### src/rtl/ext_div_unit_pkg.sv
// Shared definitions for the external-execute divider: op encodings, FSM states
// and small sign helpers used by the top-level fix-up logic.
package ext_div_unit_pkg;

  localparam int XLEN       = 32;
  localparam int OP_W       = 10;
  localparam int EXT_EN_BIT = 9;
  localparam int CNT_W      = 5;

  typedef enum logic [1:0] {
    EXT_OP_DIV  = 2'd0,
    EXT_OP_DIVU = 2'd1,
    EXT_OP_REM  = 2'd2,
    EXT_OP_REMU = 2'd3
  } ext_op_e;

  typedef enum logic [1:0] {
    ST_IDLE = 2'd0,
    ST_BUSY = 2'd1,
    ST_DONE = 2'd2
  } div_state_e;

  // Per-request decode, captured in IDLE.
  typedef struct packed {
    logic is_signed;
    logic is_rem;
    logic neg_q;
    logic neg_r;
  } div_ctl_t;

  function automatic logic op_is_signed(input logic [1:0] sel);
    return (sel == EXT_OP_DIV) || (sel == EXT_OP_REM);
  endfunction

  function automatic logic op_is_rem(input logic [1:0] sel);
    return (sel == EXT_OP_REM) || (sel == EXT_OP_REMU);
  endfunction

  function automatic logic [XLEN-1:0] cond_neg(input logic [XLEN-1:0] v, input logic neg);
    return neg ? (~v + {{(XLEN-1){1'b0}}, 1'b1}) : v;
  endfunction

endpackage

### src/rtl/ext_div_unit_div_step.sv
// One restoring-division iteration: shift in the next dividend bit, subtract the
// divisor when it fits. Purely combinational.
module div_step
  import ext_div_unit_pkg::*;
#(
  parameter int W = XLEN
) (
  input  logic [W-1:0] rem_i,
  input  logic         dvd_msb_i,
  input  logic [W-1:0] divisor_i,
  output logic [W-1:0] rem_o,
  output logic         q_bit_o
);

  // One extra bit keeps the compare exact even if the partial remainder has its MSB set.
  logic [W:0] shifted;
  logic [W:0] diff;
  logic       unused_diff_msb;

  assign shifted         = {rem_i, dvd_msb_i};
  assign diff            = shifted - {1'b0, divisor_i};
  assign q_bit_o         = (shifted >= {1'b0, divisor_i});
  assign rem_o           = q_bit_o ? diff[W-1:0] : shifted[W-1:0];
  assign unused_diff_msb = diff[W];

endmodule

### src/rtl/ext_div_unit.sv
// RV32M DIV/DIVU/REM/REMU responder on the external-execute port. Radix-2
// restoring divider, one quotient bit per cycle, with fast paths for x/0 and overflow.
module ext_div_unit
  import ext_div_unit_pkg::*;
#(
  parameter int XLEN_P = XLEN,
  parameter int OP_W_P = OP_W
) (
  input  logic              clk,
  input  logic              rst_n,
  input  logic              ext_ex_en,
  input  logic [XLEN_P-1:0] ext_ex_a,
  input  logic [XLEN_P-1:0] ext_ex_b,
  input  logic [XLEN_P-1:0] ext_ex_c,
  input  logic [OP_W_P-1:0] ext_ex_operation,
  output logic              ext_ex_bussy,
  output logic [XLEN_P-1:0] ext_ex_y
);

  localparam logic [XLEN_P-1:0] MIN_NEG = {1'b1, {(XLEN_P-1){1'b0}}};
  localparam logic [CNT_W-1:0]  CNT_MAX = '1;

  div_state_e        state_q;
  logic [CNT_W-1:0]  cnt_q;
  logic [XLEN_P-1:0] dvd_q, dsr_q, rem_q, quo_q, y_q;
  div_ctl_t          ctl_q;

  div_ctl_t          req_ctl;
  logic [XLEN_P-1:0] a_mag, b_mag, fast_y;
  logic              req_div0, req_ovf, req_fast;

  logic [XLEN_P-1:0] step_rem, quo_next, final_y;
  logic              step_qbit;
  logic              unused_ins;

  assign unused_ins = ^{ext_ex_c, ext_ex_operation[OP_W_P-1:2]};

  // Request decode, only meaningful while IDLE.
  always_comb begin
    req_ctl.is_signed = op_is_signed(ext_ex_operation[1:0]);
    req_ctl.is_rem    = op_is_rem(ext_ex_operation[1:0]);
    req_ctl.neg_q     = req_ctl.is_signed & (ext_ex_a[XLEN_P-1] ^ ext_ex_b[XLEN_P-1]);
    req_ctl.neg_r     = req_ctl.is_signed & ext_ex_a[XLEN_P-1];
    a_mag    = cond_neg(ext_ex_a, req_ctl.is_signed & ext_ex_a[XLEN_P-1]);
    b_mag    = cond_neg(ext_ex_b, req_ctl.is_signed & ext_ex_b[XLEN_P-1]);
    req_div0 = (ext_ex_b == '0);
    req_ovf  = req_ctl.is_signed && (ext_ex_a == MIN_NEG) && (ext_ex_b == '1);
    req_fast = req_div0 | req_ovf;
    if (req_div0)
      fast_y = req_ctl.is_rem ? ext_ex_a : '1;
    else
      fast_y = req_ctl.is_rem ? '0 : MIN_NEG;
  end

  div_step #(.W(XLEN_P)) u_step (
    .rem_i     (rem_q),
    .dvd_msb_i (dvd_q[XLEN_P-1]),
    .divisor_i (dsr_q),
    .rem_o     (step_rem),
    .q_bit_o   (step_qbit)
  );

  assign quo_next = {quo_q[XLEN_P-2:0], step_qbit};
  assign final_y  = ctl_q.is_rem ? cond_neg(step_rem, ctl_q.neg_r)
                                 : cond_neg(quo_next, ctl_q.neg_q);

  // The core samples bussy in the same cycle the request appears, so it is combinational.
  assign ext_ex_bussy = rst_n & ext_ex_en & (state_q != ST_DONE);
  assign ext_ex_y     = y_q;

  always_ff @(posedge clk or negedge rst_n) begin
    if (!rst_n) begin
      state_q <= ST_IDLE;
      cnt_q   <= '0;
      dvd_q   <= '0;
      dsr_q   <= '0;
      rem_q   <= '0;
      quo_q   <= '0;
      ctl_q   <= '0;
      y_q     <= '0;
    end else begin
      case (state_q)
        ST_IDLE: begin
          if (ext_ex_en) begin
            dvd_q <= a_mag;
            dsr_q <= b_mag;
            rem_q <= '0;
            quo_q <= '0;
            cnt_q <= '0;
            ctl_q <= req_ctl;
            if (req_fast) begin
              y_q     <= fast_y;
              state_q <= ST_DONE;
            end else begin
              state_q <= ST_BUSY;
            end
          end
        end
        ST_BUSY: begin
          if (!ext_ex_en) begin
            state_q <= ST_IDLE;
          end else begin
            rem_q <= step_rem;
            dvd_q <= {dvd_q[XLEN_P-2:0], 1'b0};
            quo_q <= quo_next;
            cnt_q <= cnt_q + 1'b1;
            if (cnt_q == CNT_MAX) begin
              y_q     <= final_y;
              state_q <= ST_DONE;
            end
          end
        end
        ST_DONE: state_q <= ST_IDLE;
        default: state_q <= ST_IDLE;
      endcase
    end
  end

endmodule

### config.mk
export PLATFORM = sky130hd
export DESIGN_NAME = ext_div_unit
export DESIGN_NICKNAME = d
export VERILOG_FILES = /design/src/rtl/ext_div_unit_pkg.sv /design/src/rtl/ext_div_unit_div_step.sv /design/src/rtl/ext_div_unit.sv
export SDC_FILE = /design/constraint.sdc
export NUM_CORES = 1
export LEC_CHECK = 0
export ABC_CLOCK_PERIOD_IN_PS = 8100
export BUFFER_PORTS_ARGS = -buffer_cell sky130_fd_sc_hd__buf_4
export CORE_ASPECT_RATIO = 0.5
export CORE_MARGIN = 4
export CORE_UTILIZATION = 55
export CTS_BUF_LIST = sky130_fd_sc_hd__clkbuf_2 sky130_fd_sc_hd__clkbuf_4 sky130_fd_sc_hd__clkbuf_8
export DETAILED_ROUTE_END_ITERATION = 12
export GPL_ROUTABILITY_DRIVEN = 0
export PLACE_DENSITY = 0.76
export SETUP_SLACK_MARGIN = 0.15
export SLEW_MARGIN = 20
export SYNTH_ARGS = -nofsm -noshare
export SYNTH_HDL_FRONTEND = slang
export SYNTH_HIERARCHICAL = 1
export SYNTH_SLANG_ARGS = --single-unit
export TNS_END_PERCENT = 20
### constraint.sdc
create_clock -name clk -period 8.1 [get_ports clk]
set_clock_uncertainty 0.15 [all_clocks]
set_input_delay 1.62 -clock clk [delete_from_list [all_inputs] [get_ports clk]]
set_output_delay 1.62 -clock clk [all_outputs]
set_load 0.005 [all_outputs]
# --- Yosys cells after proc, flatten, opt, wreduce, memory -nomap -nowiden ---
# Index checks and enable logic that the tools add are counted.
op_classes:
  n_addsub: 6
  n_mul: 0
  n_div: 0
  n_lt_le_gt_ge: 1
  eq_ne: 12
  n_shift: 0
  muxes: 30
  bitwise_logic: 11
  reduce_logical: 12
op_table:
  columns: ["operator", "n"]
  rows:
  - ["$mux W32", 17]
  - ["$pmux W32 S2", 3]
  - ["$add A32 B1 Y32 const B", 4]
  - ["$not A32 Y32", 4]
  - ["$eq A32 B32 Y1 const B", 2]
  - ["$pmux W31 S2", 1]
  - ["$ge A33 B32 Y1", 1]
  - ["$logic_not A32 Y1", 1]
  - ["$sub A32 B32 Y32", 1]
  - ["$mux W31", 1]
  - ["$mux W5", 2]
  - ["$ne A2 B2 Y1 const B", 5]
  - ["$pmux W5 S2", 1]
  - ["$mux W2", 4]
  - ["$add A5 B1 Y5 const B", 1]
  - ["$and A1 B1 Y1", 5]
  - ["$eq A5 B5 Y1 const B", 1]
  - ["$reduce_and A5 Y1", 1]
  - ["$eq A2 B2 Y1 const B", 2]
  - ["$logic_not A2 Y1", 2]
  - ["$pmux W2 S2", 1]
  - ["$reduce_and A2 Y1", 2]
  - ["$ne A3 B3 Y1 const B", 1]
  - ["$reduce_and A3 Y1", 1]
  - ["other kinds (6)", 8]
totals:
  reg_bits: 169
  latchBits: 0
  ramBits: 0
  mem_bits_ro: 0
  inputBits: 109
  out_inout_bits: 33
  word_cells: 82
  n_memories: 0

# --- Depth between registers and ports, before layout ---
# Gate-level depths: netlist of run 1.
depth:
  word_depth: 9
  depth_mapped: 22
  ltp_nobuf: 20

# --- Modules after synthesis ---
# Netlist of run 1, hierarchy kept.
modules_own_cells:
  columns: ["mod", "instances", "cells_per_inst", "area_per_inst_um2", "seq_area_each_um2"]
  rows:
  - ["ext_div_unit", 1, 1099, 9860.7, 4229.1]
  - ["div_step", 1, 330, 2391.0, 0.0]

# --- Worst setup path after synthesis of run 1 ---
# No wires, ideal clock.
synth_path:
  path_kind: "register to register"
  from: "reg rem_q[1]"
  to: "reg y_q[31] (netlist: ext_ex_y[31])"
  setup_ps: 95
  arrival_ps: 4608
  required_ps: 7855
  slack_ps: 3246
  path_stages_with_launch: 20
  n_path_buf: 2
  path_cell_list: "dfrtp_1 -> ha_1 -> a21oi_2 -> o21ai_2 -> a221o_1 -> a21oi_2 -> nor3_1 -> nor4_1 -> o21ai_1 -> o32ai_4 -> buf_6 -> mux2_4 -> clkbuf_1 -> nor4_1 -> nand3b_1 -> or3_1 -> o41ai_1 -> xnor2_1 -> nor2_1 -> o31ai_1"
synth_via:
  elab_chain_len: 9
synth_rtl:
  columns: ["element", "line", "text"]
  rows:
  - ["start, declared", "ext_div_unit.sv:25", "logic [XLEN_P-1:0] dvd_q, dsr_q, rem_q, quo_q, y_q;"]
  - ["start signal, assigned", "ext_div_unit.sv:103", "rem_q <= step_rem;"]
  - ["$sub A32 B32 Y32 or $ge A33 B32 Y1 (tied branches)", "ext_div_unit_div_step.sv:21, ext_div_unit_div_step.sv:22", null]
  - ["$mux W32 (*)", "ext_div_unit_div_step.sv:23", "assign rem_o = q_bit_o ? diff[W-1:0] : shifted[W-1:0];"]
  - ["named net step_rem[17]", "ext_div_unit.sv:32", "logic [XLEN_P-1:0] step_rem, quo_next, final_y;"]
  - ["$not A32 Y32 (*)", "ext_div_unit_pkg.sv:40", "return neg ? (~v + {{(XLEN-1){1'b0}}, 1'b1}) : v;"]
  - ["$add A32 B1 Y32 (*)", "ext_div_unit_pkg.sv:40", null]
  - ["$mux W32 (*)", "ext_div_unit_pkg.sv:40", null]
  - ["$mux W32 (*)", "ext_div_unit.sv:64", "assign final_y = ctl_q.is_rem ? cond_neg(step_rem, ctl_q.neg_r)"]
  - ["$mux W32 (*)", "ext_div_unit.sv:107", "if (cnt_q == CNT_MAX) begin"]
  - ["$mux W32 (*)", "ext_div_unit.sv:100", "if (!ext_ex_en) begin"]
  - ["$pmux W32 S2 (*)", "ext_div_unit.sv:82", "case (state_q)"]
  - ["end signal, assigned", "ext_div_unit.sv:92", "y_q <= fast_y;"]
  - ["end signal, assigned", "ext_div_unit.sv:108", "y_q <= final_y;"]
  - ["end, declared", "ext_div_unit.sv:25", null]
# Mark *: on every way through the listed nets, which the timed path passes. The rest lies on a longest branch. The select of a mux whose other input is x is not followed.
# A chain may end at the register's enable or synchronous reset.

# --- Worst setup path after layout of run 1 ---
layout_path:
  from: "reg rem_q[1]"
  to: "reg y_q[28] (netlist: ext_ex_y[28])"
# Same word-level chain as after synthesis.

==> reports/summary.json, run 1 <==
{
  "drt": {
    "routed-via-count": 11374,
    "routed_wl_um": 35400,
    "detail_route.iter0.violations": 1291,
    "post-route-drc-count": 0,
    "route.antenna.remaining_nets": 0,
    "viasPerCell": 6.36,
    "drt-pass1-iter-count": 5,
    "drt-wirelength-per-cell_um": 19.8
  },
  "floorplanning": {
    "io_pins": 142,
    "row_count": 38,
    "die_area_um2": 24900,
    "die-width_um": 219,
    "die_y_um": 114,
    "core_area_um2": 21800,
    "initial_standard_cell_utilization_of_the_core_pct": 56.3
  },
  "worst_setup_path": {
    "timing.critical_path.depth": 18,
    "timing.critical_path.from": "rem_q[1]",
    "worstPathMaxFanout": 32,
    "slowest_delay_ns": 0.65,
    "critical_path.startpoint_type": "flop",
    "timing.reg2reg.setup_slack_ns": 1.94,
    "cp-endpoint": "ext_ex_y[28]",
    "critical_path.cell_chain": "ha_1, a21oi_2, o21ai_2, a221o_1, a21oi_2, nor3_1, nor4_1, o21ai_1, o32ai_4, buf_4, mux2_4, or3_1, or4_1, o41ai_1, xor2_1, nor2_1, nor4_1, o21ai_1",
    "cpLargestDelayFamily": "simple AND/OR/NAND/NOR gates",
    "worstSetupEndpointType": "flop",
    "worstPathBufferInverterCount": 1,
    "worst_r2r_startpoint": "rem_q[1]",
    "cp_slowest_cell": "sky130_fd_sc_hd__or4_1",
    "crit_path_kind": "reg -> reg",
    "worstPathRequired_ns": 8.31,
    "r2r-end": "ext_ex_y[28]",
    "arrival_ns": 6.37,
    "r2r_cells": 18
  },
  "clock_tree": {
    "clkTransAtPathRegs_ns": 0.10,
    "post_cts_resized": 0,
    "cts_hold_repair.buffers": 0,
    "worst_skew_pair_latency_ns": 0.49,
    "cts-root-to-sink-buffers": 2,
    "tritoncts_clock_tree": "built",
    "post-cts-setup-buffers": 0,
    "cts_inserted_buffers": 17,
    "numClockSinks": 169,
    "clock_tree.htree_level_count": 4,
    "ctsRootBufferMaster": "sky130_fd_sc_hd__clkbuf_8"
  },
  "power": {
    "cellInternalPower_mw": 1.86,
    "max-vdd-ir-drop_mv": 0.104,
    "static-leakage-power_nw": 6.22,
    "swShare_pct": 43.1,
    "power.switching_mw": 1.41,
    "pwr-share-comb_pct": 43.6,
    "part_of_the_total_power_dissipated_in_sequential_elements_pct": 37.3,
    "clock_power_share_pct": 19.1,
    "power-per-cell-area_nw_per_um2": 242,
    "total_power_mw": 3.28
  },
  "yosys": {
    "yosysSeqAreaShare_pct": 34.5,
    "async_flop_share_pct": 100,
    "postSynth.topFlopCell": "sky130_fd_sc_hd__dfrtp_1",
    "synth.cell_area_um2": 12300,
    "postSynthRegisterBits": 169,
    "synth_edf_count": 0,
    "syn_warnings": 6,
    "synthesized_net_count": 1578,
    "postSynthAreaPerCell_um2": 8.57,
    "netlist_instances": 1429,
    "yosys.cell_types.count": 76
  },
  "layout": {
    "area_growth_pct": 10.5,
    "final_cell_area_um2": 13500,
    "area_of_the_multi_input_gates_um2": 7480,
    "final_layout_size_suffix_gt1_share_pct": 13.2,
    "ff_latch_area_um2": 4230,
    "layout.nets": 1623,
    "fillers": 1823
  },
  "sta": {
    "slew_headroom_pct": 28.3,
    "finalMaxSlewViolations": 0,
    "setup-tns-final_ns": 0,
    "clock.fmax_ghz": 0.162,
    "final_period_minus_worst_setup_slack_ns": 6.16,
    "tightestPinTransition_ns": 1.08,
    "final.setup.worst_slack_ns": 1.94,
    "worst_hold_slack_ns": 0.337,
    "final-setup-viol-count": 0,
    "rsz_0062_raised_after_global_routing": "no",
    "final_min_period_over_clock_period_pct": 76.1,
    "finalHoldViolations": 0
  },
  "global_routing": {
    "grt-ovfl-total": 0,
    "grt_antenna_before_repair": 2,
    "global_route.peak_usage_layer": "met1",
    "met2_usage_pct": 41.7,
    "via_count_of_the_first_global_routing_pass": 10580,
    "global_route.usage.met3_pct": 5.27,
    "grt_use_total_pct": 28.1,
    "largest_net_degree_at_the_start_of_global_routing": 77,
    "grt_first_pass_wirelength_um": 56000,
    "grt.met1_usage_pct": 41.9
  },
  "place": {
    "place_worst_setup_slack_ns": 2.06,
    "place_area_um2": 13100,
    "port-buffer-count": 101,
    "place_hpwl_um": 26500
  },
  "run_status": {
    "status": "finished clean"
  },
  "run": {
    "maxCapViolCount": 0
  },
  "worst_hold_path": {
    "min-delay-path-class": "reg -> reg"
  }
}
worst min-delay path by stage:
stage	from	to	slack, ns	depth (start not counted)
after floorplan	dvd_q[20]	dvd_q[20]	0.29	2
after detailed placement	dvd_q[25]	dvd_q[25]	0.32	2
final	dsr_q[10]	dsr_q[10]	0.34	2
after CTS	dvd_q[9]	dvd_q[9]	0.34	2
after global placement	dvd_q[0]	dvd_q[0]	0.31	2
after global routing	ext_ex_y[2]	ext_ex_y[2]	0.36	1
state kept, by name (all words and copies together) (netlist names):
name,count
cnt_q,5
rem_q,32
ext_ex_y,32
ctl_q,3
quo_q,31
dsr_q,32
state_q,2
dvd_q,32
synth_stat cells, drive strengths merged (4+ instances only):
master	count	area, um2
or2	6	37.5
a21o	18	135
a21oi	86	438
nand3	15	75.1
nor4	22	159
xnor2	74	648
o211ai	18	135
a22o	61	534
nand2	152	571
nand3b	4	30.0
a31oi	11	68.8
and3	11	68.8
a211oi	6	45.0
mux2	32	435
clkbuf	69	259
nand2b	14	87.6
buf	15	91.3
and2	7	43.8
mux2i	9	90.1
o21bai	4	30.0
o22ai	12	75.1
nand4	20	125
inv	60	225
nor2	83	312
o31ai	33	262
xor2	68	596
dfrtp	169	4230
or3	21	141
o21ai	169	850
ha	39	488
or4	12	97.6
nor2b	19	119
o41ai	23	224
nor3	28	140
worst min-delay path: cells and delay by family, from the launching register on:
| kind | cells | cell delay (ns) |
|---|---|---|
| AO/OA/AOI/OAI | 1 | 0.06 |
| flip-flops | 1 | 0.35 |
| AND/OR/NAND/NOR | 1 | 0.05 |
per-layer routing:
metal,wire (um),vias up
li1,-,5279
met4,781,0
met3,3130,62
met1,16300,5488
met5,0,-
met2,15100,545
per-stage QoR:
stage	cells	utilization, %
final	1788	62.2
after global routing	1787	62.2
after CTS	1787	62.2
after detailed placement	1755	60.3
after global placement	1755	60.3
after floorplan	1429	-
final cells by class:
class / instances / share of cell area (%)
multi-input cells: 1116 / 55.2
diodes: 1 / 0.0185
well taps: 300 / 2.77
clock buffers: 20 / 2.03
repair buffers: 110 / 6.13
clock inverters: 12 / 0.961
flip-flops and latches: 169 / 31.2
inverters: 60 / 1.66
layout by cell type, fill, tap and decap left out, types with 6 or more instances in the layout:
cell type                    n
sky130_fd_sc_hd__nor2b_1    19
sky130_fd_sc_hd__inv_1      58
sky130_fd_sc_hd__o22ai_1    12
sky130_fd_sc_hd__or4_1      10
sky130_fd_sc_hd__ha_1       39
sky130_fd_sc_hd__clkbuf_8   20
sky130_fd_sc_hd__dfrtp_1   169
sky130_fd_sc_hd__o21ai_0   158
sky130_fd_sc_hd__mux2_4     20
sky130_fd_sc_hd__nand4_1    20
sky130_fd_sc_hd__o211ai_1   18
sky130_fd_sc_hd__a21oi_1    84
sky130_fd_sc_hd__and3_1     11
sky130_fd_sc_hd__mux2_1      8
sky130_fd_sc_hd__nor2_1     83
sky130_fd_sc_hd__o21ai_1     9
sky130_fd_sc_hd__nor3_1     28
sky130_fd_sc_hd__a21o_1     18
sky130_fd_sc_hd__mux2i_1     9
sky130_fd_sc_hd__nand2b_1   13
sky130_fd_sc_hd__or3_1      19
sky130_fd_sc_hd__o41ai_1    20
sky130_fd_sc_hd__xor2_1     68
sky130_fd_sc_hd__a31oi_1    11
sky130_fd_sc_hd__xnor2_1    74
sky130_fd_sc_hd__o31ai_1    32
sky130_fd_sc_hd__a211oi_1    6
sky130_fd_sc_hd__and2_1      6
sky130_fd_sc_hd__buf_4     109
sky130_fd_sc_hd__nand3_1    15
sky130_fd_sc_hd__nand2_1   151
sky130_fd_sc_hd__nor4_1     20
sky130_fd_sc_hd__a22o_1     61
power by group through the flow:
stage | Sequential, mW | Clock, mW | Combinational [mW]
3_3_place_gp | 1.22 | 0 | 1.36
6_report | 1.22 | 0.626 | 1.43
2_1_floorplan | 1.15 | 0 | 1.03
3_5_place_dp | 1.23 | 0 | 1.39
5_1_grt | 1.25 | 0.672 | 1.57
4_1_cts | 1.22 | 0.633 | 1.40
kinds of logic (layout without fill, tap and decap cells):
family | count (synthesis) | after routing | share of synthesized area (%)
AO/OA/AOI/OAI | 466 | 466 | 24.8
XOR/XNOR | 142 | 142 | 10.2
flip-flops | 169 | 169 | 34.5
multiplexers | 41 | 41 | 4.29
AND/OR/NAND/NOR | 427 | 427 | 17.4
adder cells (fa/ha/maj) | 40 | 40 | 4.15
buffers and inverters | 144 | 202 | 4.70
other | 0 | 1 | 0
No activity file was read; power rests on OpenSTA's default activity.
==> inputs of run 2 (changes only) <==
Settings changed: ABC_AREA set to 1, ABC_CLOCK_PERIOD_IN_PS 8100 to 6250, PLACE_DENSITY 0.76 to 0.75.
Clock period 8.1 ns to 6.25 ns, I/O delays scaled along.
==> run 2 against run 1 <==
Routed wire length up 26%. Worst hold slack about the same. Clock power up 27%. Die area up 16%. Non-clock buffer count up 1. Combinational power up 97%. Critical path depth up 4. Fmax up 35%. Global-route usage up 3.0 points. Clock-buffer cell count down 1. Critical endpoint is now ext_ex_y[15].
==> reports/summary.json, run 2 <==
{
  "run_status": {
    "status": "finished clean"
  },
  "worst_setup_path": {
    "critical_path.startpoint_type": "flop",
    "crit_path_kind": "reg -> reg",
    "arrival": {"value": 4.86, "unit": "ns", "change": "-1.51 ns"},
    "worstPathMaxFanout": {"value": 37, "change": "+16%"},
    "worstSetupEndpointType": "flop",
    "worstPathRequired": {"value": 6.55, "unit": "ns", "change": "-1.76 ns"}
  },
  "clock_tree": {
    "clock_tree.htree_level_count": {"value": 4, "change": "unchanged"},
    "ctsRootBufferMaster": "sky130_fd_sc_hd__clkbuf_8",
    "cts-root-to-sink-buffers": {"value": 2, "change": "unchanged"},
    "cts_hold_repair.buffers": {"value": 0, "change": "unchanged"},
    "cts_inserted_buffers": {"value": 17, "change": "unchanged"},
    "numClockSinks": {"value": 169, "change": "unchanged"},
    "tritoncts_clock_tree": "built",
    "clkTransAtPathRegs": {"value": 0.11, "unit": "ns", "change": "about the same"},
    "worst_skew_pair_latency": {"value": 0.50, "unit": "ns", "change": "about the same"},
    "post-cts-setup-buffers": {"value": 0, "change": "unchanged"},
    "post_cts_resized": {"value": 0, "change": "unchanged"}
  },
  "drt": {
    "detail_route.iter0.violations": {"value": 1672, "change": "+30%"},
    "routed_wl": {"value": 44700, "unit": "um", "change": "+26%"},
    "routed-via-count": {"value": 15319, "change": "+35%"},
    "route.antenna.remaining_nets": {"value": 0, "change": "unchanged"},
    "drt-wirelength-per-cell": {"value": 16.4, "unit": "um", "change": "-17%"},
    "viasPerCell": {"value": 5.60, "change": "-12%"},
    "post-route-drc-count": {"value": 0, "change": "unchanged"},
    "drt-pass1-iter-count": {"value": 6, "change": "+1"}
  },
  "yosys": {
    "synthDominantAreaCellType": "sky130_fd_sc_hd__dfrtp_1",
    "async_flop_share": {"value": 100, "unit": "%", "change": "unchanged"},
    "synthesized_net_count": {"value": 2472, "change": "+57%"},
    "yosys.cell_types.count": {"value": 51, "change": "-33%"},
    "dominant_cell_by_count_in_the_synthesized_netlist": "sky130_fd_sc_hd__nand2_1",
    "postSynthAreaPerCell": {"value": 6.18, "unit": "um2", "change": "-28%"},
    "synth.area.top_cells": "sky130_fd_sc_hd__dfrtp_1, sky130_fd_sc_hd__nand2_1, sky130_fd_sc_hd__nand3_1",
    "yosysSeqAreaShare": {"value": 29.5, "unit": "%", "change": "-5.0 points"},
    "syn_warnings": {"value": 6, "change": "unchanged"},
    "netlist_instances": {"value": 2323, "change": "+63%"},
    "synth_largest_type_area_fraction": {"value": 29.5, "unit": "%", "change": "-5.0 points"},
    "synth_edf_count": {"value": 0, "change": "unchanged"},
    "postSynthRegisterBits": {"value": 169, "change": "unchanged"},
    "postSynth.topFlopCell": "sky130_fd_sc_hd__dfrtp_1",
    "synth_commonest_cells": "sky130_fd_sc_hd__nand2_1, sky130_fd_sc_hd__inv_1, sky130_fd_sc_hd__nor2_1",
    "synth.cell_area": {"value": 14300, "unit": "um2", "change": "+17%"}
  },
  "sta": {
    "tightestPinTransition": {"value": 1.07, "unit": "ns", "change": "-0.00870 ns"},
    "clock.fmax": {"value": 0.219, "unit": "GHz", "change": "+35%"},
    "final-setup-viol-count": {"value": 0, "change": "unchanged"},
    "setup-tns-final": {"value": 0, "unit": "ns", "change": "unchanged"},
    "rsz_0062_raised_after_global_routing": "no",
    "final_min_period_over_clock_period": {"value": 73.0, "unit": "%", "change": "-3.1 points"},
    "slew_headroom": {"value": 28.8, "unit": "%", "change": "+0.50 points"},
    "finalMaxSlewViolations": {"value": 0, "change": "unchanged"},
    "final_period_minus_worst_setup_slack": {"value": 4.56, "unit": "ns", "change": "-1.60 ns"},
    "finalHoldViolations": {"value": 0, "change": "unchanged"}
  },
  "place": {
    "place_hpwl": {"value": 34000, "unit": "um", "change": "+28%"},
    "numPlacedInstances": {"value": 2702, "change": "+54%"},
    "port-buffer-count": {"value": 101, "change": "unchanged"}
  },
  "power": {
    "static-leakage-power": {"value": 8.48, "unit": "nW", "change": "+36%"},
    "power-per-cell-area": {"value": 338, "unit": "nW/um2", "change": "+40%"},
    "total_power": {"value": 5.27, "unit": "mW", "change": "+61%"},
    "max-vdd-ir-drop": {"value": 0.304, "unit": "mV", "change": "+190%"}
  },
  "layout": {
    "ff_latch_area": {"value": 4230, "unit": "um2", "change": "unchanged"},
    "area_of_the_multi_input_gates": {"value": 8600, "unit": "um2", "change": "+15%"},
    "fillers": {"value": 2551, "change": "+40%"},
    "final_layout_size_suffix_gt1_share": {"value": 9.21, "unit": "%", "change": "-4.0 points"},
    "layout.nets": {"value": 2526, "change": "+56%"},
    "num_antenna_cells": {"value": 0, "change": "-1"},
    "final_common_cell": "sky130_fd_sc_hd__nand2_1",
    "mostFrequentLayoutCells": "sky130_fd_sc_hd__nand2_1, sky130_fd_sc_hd__inv_1, sky130_fd_sc_hd__nor2_1, sky130_fd_sc_hd__nand3_1, sky130_fd_sc_hd__dfrtp_1",
    "final_util": {"value": 61.4, "unit": "%", "change": "-0.79 points"},
    "post_layout_nonfiller_instances": {"value": 2734, "change": "+53%"},
    "area_growth_pct": 8.91
  },
  "floorplanning": {
    "die_area": {"value": 28900, "unit": "um2", "change": "+16%"},
    "initial_standard_cell_utilization_of_the_core": {"value": 56.4, "unit": "%", "change": "+0.11 points"},
    "die-width": {"value": 236, "unit": "um", "change": "+7.9%"},
    "core_area": {"value": 25400, "unit": "um2", "change": "+17%"},
    "row_count": {"value": 41, "change": "+7.9%"},
    "io_pins": {"value": 142, "change": "unchanged"},
    "die_y": {"value": 122, "unit": "um", "change": "+7.6%"}
  },
  "global_routing": {
    "grt_antenna_before_repair": {"value": 1, "change": "-1"},
    "grt_use_total": {"value": 31.1, "unit": "%", "change": "+3.0 points"},
    "grt-ovfl-total": {"value": 0, "change": "unchanged"},
    "via_count_of_the_first_global_routing_pass": {"value": 13715, "change": "+30%"},
    "largest_net_degree_at_the_start_of_global_routing": {"value": 88, "change": "+14%"},
    "grt_first_pass_wirelength": {"value": 71800, "unit": "um", "change": "+28%"}
  },
  "run": {
    "maxCapViolCount": {"value": 0, "change": "unchanged"}
  },
  "worst_hold_path": {
    "min-delay-path-class": "reg -> reg"
  }
}
-- run 2: metal layers --
metal / up-vias / part of all wire (%) / routed length, um / global-route usage [%]
li1: 7568 / - / - / -
met1: 7015 / 47 / 20800 / 46.5
met2: 670 / 41 / 18200 / 45.3
met3: 64 / 11 / 4720 / 7.40
met4: 2 / 2.1 / 959 / 7.58
met5: - / 0.018 / 8 / 0
-- run 2: path summary, 6_finish.rpt --
check,from,to,slack (ns),depth (start not counted)
max,rem_q[16],ext_ex_y[15],1.69,22
min,dvd_q[21],dvd_q[21],0.34,2
max reg2reg,rem_q[16],ext_ex_y[15],1.69,22
min reg2reg,dvd_q[21],dvd_q[21],0.34,2
max in group asynchronous,rst_n,rem_q[17],4.02,2
min in group asynchronous,rst_n,dvd_q[9],0.61,1
-- run 2: where the power goes --
group | internal, mW | switching [mW]
sequential | 1.43 | 0.239
clock | 0.310 | 0.485
combinational | 0.900 | 1.92
total | 2.64 | 2.64
-- run 2: kinds of logic after synthesis --
family,count (synthesis),synth area share [%]
and+or+nand+nor,1362,41.2
buffers and inverters,382,10.7
AOI/OAI and AO/OA,325,12.4
DFF,169,29.5
xor gates and xnor gates,45,2.75
adders and majority gates,40,3.54
-- run 2: area by class of cell --
| class | instances | area share (%) |
|---|---|---|
| multi-input cells | 1772 | 55.0 |
| well taps | 344 | 2.75 |
| flip-flops and latches | 169 | 27.1 |
| clock buffers | 19 | 1.63 |
| repair buffers | 111 | 5.38 |
| inverters | 306 | 7.36 |
| clock inverters | 13 | 0.777 |
-- run 2: critical path, cell delays in order, from the launching register on --
cell and delay [ns]:
sky130_fd_sc_hd__dfrtp_1 0.46, sky130_fd_sc_hd__ha_1 0.42, sky130_fd_sc_hd__nand2_1 0.16, sky130_fd_sc_hd__nor2_2 0.07
sky130_fd_sc_hd__nand2_1 0.09, sky130_fd_sc_hd__nor2_2 0.06, sky130_fd_sc_hd__nand2_1 0.08, sky130_fd_sc_hd__nand2_1 0.08
sky130_fd_sc_hd__nor2_4 0.60, sky130_fd_sc_hd__nand2_8 0.32, sky130_fd_sc_hd__nand2_1 0.14, sky130_fd_sc_hd__nand2_1 0.16
sky130_fd_sc_hd__nor2_1 0.18, sky130_fd_sc_hd__nand3_1 0.08, sky130_fd_sc_hd__nor2_1 0.25, sky130_fd_sc_hd__nand2_1 0.15
sky130_fd_sc_hd__nand2_1 0.22, sky130_fd_sc_hd__o21ai_0 0.12, sky130_fd_sc_hd__o21ai_0 0.35, sky130_fd_sc_hd__nand2_1 0.10
sky130_fd_sc_hd__nand2_1 0.12, sky130_fd_sc_hd__nand2_1 0.07, sky130_fd_sc_hd__nand2_1 0.07
-- run 2: metrics by stage --
step	setup slack (ns)	instance area [um2]	hold slack [ns]
after floorplan	3.15	14300	0.294
after global placement	1.85	15200	0.308
after detailed placement	1.78	15200	0.310
after CTS	1.75	15600	0.338
after global routing	1.31	15600	0.345
final	1.69	15600	0.337
